`config.mk`:
```
export PLATFORM = sky130hd
export DESIGN_NAME = modular_mult
export DESIGN_NICKNAME = d
export VERILOG_FILES = /design/src/rtl/crypto_pkg.sv /design/src/rtl/modmul_step.sv /design/src/rtl/modular_mult.sv
export SDC_FILE = /design/constraint.sdc
export NUM_CORES = 1
export LEC_CHECK = 0
export ABC_AREA = 1
export BUFFER_PORTS_ARGS = -buffer_cell sky130_fd_sc_hd__buf_4
export CAP_MARGIN = 0
export CORE_MARGIN = 4
export CORE_UTILIZATION = 59
export CTS_CLUSTER_SIZE = 24
export DETAILED_ROUTE_END_ITERATION = 12
export HOLD_SLACK_MARGIN = 0.06
export PLACE_DENSITY = 0.8
export SKIP_CTS_REPAIR_TIMING = 1
export SLEW_MARGIN = 20
export SYNTH_ARGS = -nofsm -noshare
export SYNTH_HDL_FRONTEND = slang
export SYNTH_SLANG_ARGS = --single-unit
```
`constraint.sdc`:
```
create_clock -name clk -period 4.7 [get_ports clk]
set_clock_uncertainty 0.2 [all_clocks]
set_input_delay 0.47 -clock clk [delete_from_list [all_inputs] [get_ports clk]]
set_output_delay 0.47 -clock clk [all_outputs]
set_load 0.02 [all_outputs]
```
`src/rtl/crypto_pkg.sv`:
```
`default_nettype none
// ---------------------------------------------------------------------------
// crypto_pkg
// Shared definitions for the modular arithmetic blocks (modular_mult,
// modular_exp): the sequencing FSM state type and the default operand width.
// No ports.
// ---------------------------------------------------------------------------
package crypto_pkg;

   localparam int DEFAULT_N = 8;

   typedef enum logic [1:0] {
      IDLE = 2'd0,
      CALC = 2'd1,
      DONE = 2'd2
   } state_t;

endpackage
`default_nettype wire

```
`src/rtl/modmul_step.sv`:
```
`default_nettype none
// ---------------------------------------------------------------------------
// modmul_step
// One iteration of interleaved shift-add modular multiplication:
//    r_next = ((2*r mod m) + (y_bit ? x : 0)) mod m
// Pure combinational. Requires r < m and x < m, so every intermediate value
// fits in n+1 bits. m = 0 forces the result to 0.
// Ports:
//    r      in  n   current accumulator (< m)
//    x      in  n   multiplicand (< m)
//    m      in  n   modulus
//    y_bit  in  1   current multiplier bit
//    r_next out n   updated accumulator (< m)
// ---------------------------------------------------------------------------
module modmul_step
   import crypto_pkg::*;
#(
   parameter int n = DEFAULT_N
) (
   input  logic [n-1:0] r,
   input  logic [n-1:0] x,
   input  logic [n-1:0] m,
   input  logic         y_bit,
   output logic [n-1:0] r_next
);

   logic [n:0] m_ext;
   logic [n:0] dbl;
   logic [n:0] red1;
   logic [n:0] acc;

   always_comb begin
      m_ext = {1'b0, m};
      dbl   = {r, 1'b0};
      // 2r < 2m, so a single conditional subtraction brings it back below m
      red1  = (dbl >= m_ext) ? (dbl - m_ext) : dbl;
      acc   = red1 + (y_bit ? {1'b0, x} : '0);
      if (m == '0) begin
         // Degenerate modulus: define the product as 0 rather than let 2r grow
         r_next = '0;
      end else if (acc >= m_ext) begin
         r_next = n'(acc - m_ext);
      end else begin
         r_next = acc[n-1:0];
      end
   end

endmodule
`default_nettype wire

```
`src/rtl/modular_mult.sv`:
```
`default_nettype none
// ---------------------------------------------------------------------------
// modular_mult
// Sequential modular multiplier: P = (X*Y) mod M, one bit of Y per clock,
// MSB first. A start sampled in IDLE latches the operands; n CALC cycles
// follow, then a single DONE cycle in which done is high.
// Ports:
//    clk      in  1  clock, rising edge
//    n_reset  in  1  asynchronous active-low reset
//    start    in  1  launch request, only honoured in IDLE
//    X        in  n  multiplicand, must be < M
//    Y        in  n  multiplier
//    M        in  n  modulus
//    P        out n  registered result, updated only on completion
//    done     out 1  registered one-cycle completion strobe
// ---------------------------------------------------------------------------
module modular_mult
   import crypto_pkg::*;
#(
   parameter int n = DEFAULT_N
) (
   input  logic         clk,
   input  logic         n_reset,
   input  logic         start,
   input  logic [n-1:0] X,
   input  logic [n-1:0] Y,
   input  logic [n-1:0] M,
   output logic [n-1:0] P,
   output logic         done
);

   localparam int IW = (n > 1) ? $clog2(n) : 1;

   state_t        state;
   state_t        state_next;
   logic [n-1:0]  x_q;
   logic [n-1:0]  y_q;
   logic [n-1:0]  m_q;
   logic [n-1:0]  r;
   logic [n-1:0]  r_next;
   logic [IW-1:0] idx;
   logic          y_bit;

   assign y_bit = y_q[idx];

   modmul_step #(
      .n (n)
   ) u_step (
      .r      (r),
      .x      (x_q),
      .m      (m_q),
      .y_bit  (y_bit),
      .r_next (r_next)
   );

   always_ff @(posedge clk or negedge n_reset) begin
      if (!n_reset) begin
         state <= IDLE;
      end else begin
         state <= state_next;
      end
   end

   always_comb begin
      state_next = state;
      case (state)
         IDLE:    if (start) state_next = CALC;
         CALC:    if (idx == '0) state_next = DONE;
         DONE:    state_next = IDLE;
         default: state_next = IDLE;
      endcase
   end

   always_ff @(posedge clk or negedge n_reset) begin
      if (!n_reset) begin
         x_q  <= '0;
         y_q  <= '0;
         m_q  <= '0;
         r    <= '0;
         idx  <= '0;
         P    <= '0;
         done <= 1'b0;
      end else begin
         // done mirrors the DONE state, registered so it is glitch-free
         done <= (state_next == DONE);
         case (state)
            IDLE: begin
               if (start) begin
                  x_q <= X;
                  y_q <= Y;
                  m_q <= M;
                  r   <= '0;
                  idx <= IW'(n - 1);
               end
            end
            CALC: begin
               r <= r_next;
               if (idx == '0) begin
                  P <= r_next;
               end else begin
                  idx <= idx - 1'b1;
               end
            end
            default: ;
         endcase
      end
   end

endmodule
`default_nettype wire

```
==> metrics.cfg <==
[clock_network]
cts-htree-levels=2
cts-root-buf=clkbuf_8
path_clk_slew_ns=0.10
cts_tree=built
clock_latency_ns=0.30
cts.sinks=46
clock_path_buffers=2
cts_buffers=5

[sta]
setup_violations=0
slew_headroom=0.595
final_hold_viol_count=0
slew_viol_final=0
tightest_slew_ns=0.606
period_minus_slack_ns=4.46
fin_crit_sh=0.948
whs_ns=0.162
fmax_mhz=224

[floorplan]
die-area_um2=6850
io_pins=36
initial_core_util=0.626
rows=26
core_um2=5270
die_w_um=82.8
fp.dieH_um=82.8

[routing]
wl_per_cell_um=14.2
drtAntennaViolNets=0
first_pass_iters=5
route.detailed.drc=0
num_vias=2943
via_per_inst=5.40
finalWirelength_um=7770
dr.first_iter.drc_count=269

[worst_setup_path]
worst_ep_required_time_ns=4.74
cp-end-kind=flip-flop
path_max_fanout=12
critPathKind=flip-flop to flip-flop
start_kind=flip-flop
cp.arrival_ns=4.49

[synthesis]
synth_top_family_by_area=simple AND/OR/NAND/NOR gates
ys.flop_type=dfrtp_1
synth_common_cells=137 x nand2_1, 46 x dfrtp_1, 46 x inv_1
synth_xor_area_frac=0.0425
netlist_top_cells_area=dfrtp_1 35%, nand2_1 16%, ha_1 10%
synthMuxAreaShare=0
ys.warnings.count=0
synth_simple_gate_area_frac=0.326
synth_cell_type_count=37
seq_area_frac_synth=0.349
synth_area_per_cell_um2=7.66
netlist_instances=431
ys_ff_latch=46
synth_top_area_cell=dfrtp_1
yosysMostFrequentCell=nand2_1
synth_top_area_frac=0.349
synth_fa_ha_area_frac=0.121
synth_edf_count=0
postSynthNetCount=488
synth_compound_area_frac=0.0940
syn-cell-area_um2=3300
synthArstFlopShare=1.00

[global_routing]
grt_antenna_before_repair=0
grt_pass1_wl_um=12900
track_usage=0.249
grt_max_degree=47
grt_pass1_vias=2708
gr-total-overflow=0

[finish]
drive_above_1_share=0.208
fin_nets=531
area_growth_pct=16.6
final_area_um2=3850
num_antenna_cells=0

[status]
outcome=complete, no violations

[run]
drv_cap=0

[placed_design]
gp_congestion=0.945
dp_hpwl_um=6040
placed_area_um2=3640
io_buffer_count=35

[min_path]
hold_path_class=input port to flip-flop

-- worst paths after layout --
check / from / endpoint / slack, ns / cells past startpoint
max: m_q[1] / r[1] / 0.24 / 26
min: Y[0] / y_q[0] / 0.16 / 3
max reg2reg: m_q[1] / r[1] / 0.24 / 26
min reg2reg: y_q[6] / y_q[6] / 0.28 / 2
max in group asynchronous: n_reset / P[3] / 3.40 / 2
min in group asynchronous: n_reset / x_q[3] / 0.49 / 2
-- per-layer routing --
layer,GRT usage,vias to the layer above,part of all wire
met5,0,-,0
met4,0.0588,0,0.020
met3,0.0421,14,0.053
met2,0.407,86,0.46
met1,0.345,1355,0.47
li1,-,1488,-
-- registers in the layout, indices dropped and copies added, names as in the netlist --
| name | flops |
|---|---|
| x_q | 8 |
| done | 1 |
| idx | 3 |
| y_q | 8 |
| P | 8 |
| r | 8 |
| m_q | 8 |
| state | 2 |
-- stage by stage --
step	setup slack [ns]	setup TNS, ns	util	cells
6_report	0.243	0	0.730	545
2_1_floorplan	0.414	0	-	431
3_3_place_gp	0.219	0	0.691	532
5_1_grt	-0.0936	-1.05	0.730	545
4_1_cts	0.0435	0	0.709	540
3_5_place_dp	0.0602	0	0.691	532
-- critical path: stages (launching register included) --
cell	delay (ns)
dfrtp_1	0.37
inv_2	0.07
ha_1	0.33
ha_1	0.20
nand3_1	0.13
nor3_4	0.05
nor2_4	0.17
nand2_8	0.09
inv_4	0.11
nor2_1	0.05
ha_1	0.22
fa_2	0.36
nand3_1	0.08
nand2_1	0.11
nand2_1	0.08
nand2_1	0.08
xor2_2	0.17
inv_1	0.07
ha_1	0.33
a21o_1	0.17
nor2_1	0.12
nand2_2	0.12
a21boi_4	0.25
nand3_4	0.18
nand2_2	0.10
nand4_1	0.10
nand2_1	0.10
-- area by class of cell --
| cell class | count | area [um^2] |
|---|---|---|
| Inverter | 53 | 201 |
| Timing Repair Buffer | 41 | 310 |
| Multi-Input combinational cell | 327 | 2000 |
| Fill cell | 423 | 1420 |
| Clock inverter | 3 | 23.8 |
| Tap cell | 70 | 87.6 |
| Clock buffer | 5 | 68.8 |
| Sequential cell | 46 | 1150 |
-- cell usage in the layout, fill, tap and decap left out, drive strengths merged --
cell type	instances
nand4	27
o221ai	1
o21a	1
o21ai	29
nand3	10
a21o	2
a22oi	1
a31oi	3
or2	1
a21boi	2
inv	54
fa	3
clkinvlp	2
xnor2	7
dlygate4sd3	1
nor4	1
buf	40
nand3b	2
a21oi	15
ha	27
nand2	152
o22ai	1
nor2	31
dfrtp	46
xor2	9
nor3	2
clkbuf	5
-- cell families after synthesis --
family	count (synthesis)
fa+ha+maj	30
xor+xnor	16
flops	46
simple gates	226
compound gates	54
buf+inv	59
Power is not shown: default switching activity piles up to over one toggle a cycle in this logic, so the estimate is an artifact.
